## src/rtl/sap1_pkg.sv

```systemverilog
// sap1_pkg: shared control-word layout and opcode constants for the SAP-1 datapath and controller
package sap1_pkg;
  localparam int CP_BIT   = 11;
  localparam int EP_BIT   = 10;
  localparam int LM_N_BIT = 9;
  localparam int CE_N_BIT = 8;
  localparam int LI_N_BIT = 7;
  localparam int EI_N_BIT = 6;
  localparam int LA_N_BIT = 5;
  localparam int EA_BIT   = 4;
  localparam int SU_BIT   = 3;
  localparam int EU_BIT   = 2;
  localparam int LB_N_BIT = 1;
  localparam int LO_N_BIT = 0;
  typedef logic [11:0] cntrl_word_t;
  // Word with every strobe inactive (active-low bits high, active-high bits low)
  localparam cntrl_word_t CW_IDLE = 12'h3E3;
  localparam logic [3:0] LDA = 4'b0000;
  localparam logic [3:0] ADD = 4'b0001;
  localparam logic [3:0] SUB = 4'b0010;
  localparam logic [3:0] OUT = 4'b1110;
  localparam logic [3:0] HLT = 4'b1111;
endpackage

```

## src/rtl/sap1_ram16x8.sv

```systemverilog
// sap1_ram16x8: program/data RAM, asynchronous read, synchronous write, no reset
module sap1_ram16x8 #(
  parameter int DATA_W = 8,
  parameter int ADDR_W = 4
) (
  input  logic              clk,
  input  logic              we,
  input  logic [ADDR_W-1:0] waddr,
  input  logic [DATA_W-1:0] wdata,
  input  logic [ADDR_W-1:0] raddr,
  output logic [DATA_W-1:0] rdata
);
  logic [DATA_W-1:0] mem [2**ADDR_W];
  // Contents survive CLR so a loaded program can be rerun
  always_ff @(posedge clk)
    if (we) mem[waddr] <= wdata;
  assign rdata = mem[raddr];
endmodule

```

## src/rtl/sap1_datapath.sv

```systemverilog
// sap1_datapath: SAP-1 registers, W bus mux, add/sub ALU and program-load port
module sap1_datapath
  import sap1_pkg::*;
#(
  parameter int DATA_W = 8,
  parameter int ADDR_W = 4
) (
  input  logic              CLK,
  input  logic              CLR,
  input  logic [11:0]       cntrl_bus,
  input  logic              prog_mode,
  input  logic              prog_we,
  input  logic [ADDR_W-1:0] prog_addr,
  input  logic [DATA_W-1:0] prog_data,
  output logic [3:0]        opcode,
  output logic [DATA_W-1:0] out_reg,
  output logic [DATA_W-1:0] w_bus,
  output logic              bus_conflict
);
  logic [ADDR_W-1:0] pc, mar;
  logic [DATA_W-1:0] ir, a, b, alu, ram_q;
  logic cp, ep, lm, ce, li, ei, la, ea, su, eu, lb, lo, conflict;
  assign cp = cntrl_bus[CP_BIT];
  assign ep = cntrl_bus[EP_BIT];
  assign lm = !cntrl_bus[LM_N_BIT];
  assign ce = !cntrl_bus[CE_N_BIT];
  assign li = !cntrl_bus[LI_N_BIT];
  assign ei = !cntrl_bus[EI_N_BIT];
  assign la = !cntrl_bus[LA_N_BIT];
  assign ea = cntrl_bus[EA_BIT];
  assign su = cntrl_bus[SU_BIT];
  assign eu = cntrl_bus[EU_BIT];
  assign lb = !cntrl_bus[LB_N_BIT];
  assign lo = !cntrl_bus[LO_N_BIT];
  sap1_ram16x8 #(.DATA_W(DATA_W), .ADDR_W(ADDR_W)) u_ram (
    .clk   (CLK),
    .we    (prog_mode && prog_we),
    .waddr (prog_addr),
    .wdata (prog_data),
    .raddr (mar),
    .rdata (ram_q)
  );
  // Subtraction is two's complement; carry/borrow fall off the top
  assign alu = su ? a - b : a + b;
  // Bus mux in fixed priority so simultaneous drivers still give a defined value
  always_comb
    w_bus = ep ? {{(DATA_W-ADDR_W){1'b0}}, pc} :
            ce ? ram_q :
            ei ? {{(DATA_W-4){1'b0}}, ir[3:0]} :
            ea ? a :
            eu ? alu : '0;
  assign conflict = (ep && (ce || ei || ea || eu)) || (ce && (ei || ea || eu)) ||
                    (ei && (ea || eu)) || (ea && eu);
  assign opcode = ir[DATA_W-1 -: 4];
  // Register file; a register driving the bus ignores its own load so it holds
  always_ff @(posedge CLK or negedge CLR)
    if (!CLR) begin
      pc <= '0;
      mar <= '0;
      ir <= '0;
      a <= '0;
      b <= '0;
      out_reg <= '0;
      bus_conflict <= 1'b0;
    end else if (!prog_mode) begin
      if (cp) pc <= pc + ADDR_W'(1);
      if (lm) mar <= w_bus[ADDR_W-1:0];
      if (li && !ei) ir <= w_bus;
      if (la && !ea) a <= w_bus;
      if (lb) b <= w_bus;
      if (lo) out_reg <= w_bus;
      if (conflict) bus_conflict <= 1'b1;
    end
endmodule

```

## config.mk

```make
export PLATFORM = sky130hd
export DESIGN_NAME = sap1_datapath
export DESIGN_NICKNAME = d
export VERILOG_FILES = /design/src/rtl/sap1_pkg.sv /design/src/rtl/sap1_ram16x8.sv /design/src/rtl/sap1_datapath.sv
export SDC_FILE = /design/constraint.sdc
export NUM_CORES = 1
export LEC_CHECK = 0
export CAP_MARGIN = 0
export CORE_MARGIN = 5
export CORE_UTILIZATION = 35
export DETAILED_ROUTE_END_ITERATION = 16
export PLACE_DENSITY = 0.55
export SYNTH_ARGS = -nofsm -noshare
export SYNTH_HDL_FRONTEND = slang
export SYNTH_SLANG_ARGS = --single-unit
```

## constraint.sdc

```tcl
create_clock -name CLK -period 4.4 [get_ports CLK]
set_clock_uncertainty 0.05 [all_clocks]
set_input_delay 0.88 -clock CLK [delete_from_list [all_inputs] [get_ports CLK]]
set_output_delay 0.88 -clock CLK [all_outputs]
set_load 0.02 [all_outputs]
```

==> run metrics, run 1 <==
status complete, no violations; max_cap viols 0; PwrDens 535 nW/um2; layout cells sized above 1 20.3%; syn nets 535; CP cell instances dlygate4sd2_1 -> mux2_2 -> buf_4 -> fa_2 -> nor2b_4 -> buf_4 -> nor3_1 -> a21oi_1 -> a21oi_1 -> o31ai_4 -> inv_1 -> dlygate4sd2_1; critical path class in -> out; Avg Cell Area, Syn 14.8 um2; slowest stage delay, CP 0.37 ns; max reg flops 128; clock slew at reported path FFs 0.07 ns; sequential share of power 41.2%; Setup-failing EPs final 0; crit end category primary output; post-CTS sizing 13; slew margin rel. 32.8%; IO Pins 49; via/cell ratio 5.05; arrival time at the worst endpoint 3.33 ns; wire per inst 20.2 um; setup bufs post-CTS 0; switching portion of total power 31.2%; Synthesis Warnings 0; final hold violation count 0; CTS HTree Levels 4; Biggest register u_ram.mem; Distinct cells, synth 54; fin nets 612; CP max stage cell mux2_2; CTS buffer count 17; Async S/R FF share, synth 24.3%; RSZ-0062 raised after global routing false; max-slew violation count 0; Total GRT Usage 15.0%; Max Freq 235 MHz; Area Growth Syn to Fin 21.6%; pre-CTS WS -0.462 ns; clock buffer depth 2; CP required 3.47 ns; CTS tree done; Pint 0.00329 W; post-layout instance area 8940 um2; dpl cell area 8310 um2; initial antenna violation count 0; Leakage 3.20 nW; core area 20,900 um2; Post-Route WL 17.4 mm; Starting DRT DRC Count 380; post-synth top area share 52.2%; fin crit period 4.26 ns; ANT nets after route 0; drt first pass iters 5; setup tns final 0 ns; CP delay by family, top buffers and inverters; Synth Register Bits 169; diode count 0; CP max FO 3; worst-margin pin slew 1.00 ns; Die Wd 155 um; CP Buf/Inv Count 5; root buf cell clkbuf_16; I/O Buffers 48; # clock sinks 169; mapped cell area 7360 um2; largest cells by area after synthesis edfxtp_1, dfrtp_1, mux4_2; DP Cell Count 830; Vias 4,349; first-pass GRT wire length 26.8 mm; vias in the first global route 4,549; commonest non-fill, non-tap cell in the layout edfxtp_1; Fillers 1,920; sequential area share after synthesis 66.2%; Worst Hold Class reg -> reg; largest net degree at the start of global routing 42; final cycle utilization of the critical path 96.8%; Synth Flop Type edfxtp_1; Initial Util 35.2%; Peak supply drop 0.000335 V; most frequent cells in the layout edfxtp_1, nand2_1, dfrtp_1; Synth Instances 497; fin worst setup slack 0.139 ns; CP Launch Type input port; Skew-Pair Late Insertion Delay 0.43 ns; drt drc 0; number of synthesized flops with an enable pin 128; GR Overflow Total 0; die area 24,000 um2; hold buffer count at cts 0; Rows 53; WHS 0.422 ns; clock share of power 32.3%; P_sw 0.00149 W; Die Y 155 um; RePlAce Congestion 0.846; cell taking the most area after synthesis edfxtp_1; post-DP HPWL 12.2 mm; combinational power share 26.5%; fin cells 862
[metrics by stage]
step,utilization (%),power [W]
floorplan,-,0.00277
global placement,39.8,0.00326
detailed placement,39.8,0.00328
CTS,42.8,0.00483
global route,42.8,0.00503
finish,42.8,0.00479
[final timing paths]
path / startpoint / endpoint / slack, ns / cells after the start
worst min-delay path: bus_conflict$_DFFE_PN0P_ / bus_conflict$_DFFE_PN0P_ / 0.42 / 1
worst max-delay path: cntrl_bus[3] / w_bus[2] / 0.14 / 12
min in group asynchronous: CLR / ir[6]$_DFFE_PN0P_ / 0.56 / 1
max in group asynchronous: CLR / mar[0]$_DFFE_PN0P_ / 3.05 / 1
worst min register to register: bus_conflict$_DFFE_PN0P_ / bus_conflict$_DFFE_PN0P_ / 0.42 / 1
worst max register to register: b[0]$_DFFE_PN0P_ / b[5]$_DFFE_PN0P_ / 1.48 / 12
[worst register-to-register path: cells and delay by family, from the launching register on]
kind	cells	cell delay [ns]
adders and majority gates	2	0.49
DFF	1	0.42
muxes	1	0.27
and+or+nand+nor	2	0.54
AOI/OAI and AO/OA	4	0.79
buffers and inverters	3	0.28
[per-layer routing]
| metal | GRT usage (%) | up-vias | routed length [um] | part of all wire (%) |
|---|---|---|---|---|
| met5 | 0 | - | 0 | 0 |
| met4 | 4.37 | 0 | 320 | 1.8 |
| met3 | 3.06 | 25 | 744 | 4.3 |
| met2 | 25.3 | 108 | 8600 | 49 |
| met1 | 19.6 | 2173 | 7770 | 45 |
| li1 | - | 2043 | - | - |
[power by group through the flow]
stage,registers (W),clock network [W],logic [W]
after global routing,0.00200,0.00165,0.00138
final,0.00197,0.00155,0.00127
after detailed placement,0.00201,0,0.00126
after CTS,0.00198,0.00159,0.00127
after floorplan,0.00196,0,0.000816
after global placement,0.00201,0,0.00125
[cell type report]
cell class	count	area, um2	share of cell area (%)
clock buffers	17	425	4.76
clock inverters	15	193	2.15
flip-flops and latches	169	4870	54.5
multi-input cells	280	2290	25.6
repair buffers	86	747	8.35
inverters	20	75.1	0.839
well taps	275	344	3.85
[Yosys cell counts, types with 3 or more instances]
| cell type | count |
|---|---|
| edfxtp_1 | 128 |
| nand2_1 | 51 |
| dfrtp_1 | 41 |
| o21ai_1 | 33 |
| mux4_2 | 32 |
| nor2_1 | 27 |
| clkbuf_1 | 18 |
| inv_1 | 17 |
| nor3_1 | 10 |
| xnor2_1 | 10 |
| a21oi_1 | 9 |
| ha_1 | 9 |
| mux2i_1 | 9 |
| o21ai_0 | 9 |
| nand2b_1 | 8 |
| nor2b_1 | 7 |
| a31oi_1 | 6 |
| buf_4 | 6 |
| o211ai_1 | 6 |
| nand4_1 | 5 |
| a22o_1 | 4 |
| and2_1 | 3 |
| mux2_2 | 3 |
| nand3_1 | 3 |
| or2_1 | 3 |
| or3_1 | 3 |
[kinds of logic after synthesis]
logic type                 share of synthesized area (%)
adders and majority gates                           1.80
buffers and inverters                               3.04
AOI/OAI and AO/OA                                   7.77
DFF                                                 66.2
xor gates and xnor gates                            1.31
and+or+nand+nor                                     8.04
muxes                                               11.8
(Power assumes the default switching activity.)
==> run 2: changes to the inputs <==
- CTS_CLUSTER_SIZE: default -> 30
==> results of run 2 <==
Final layout, timing and power as in run 1 (identical DEF).
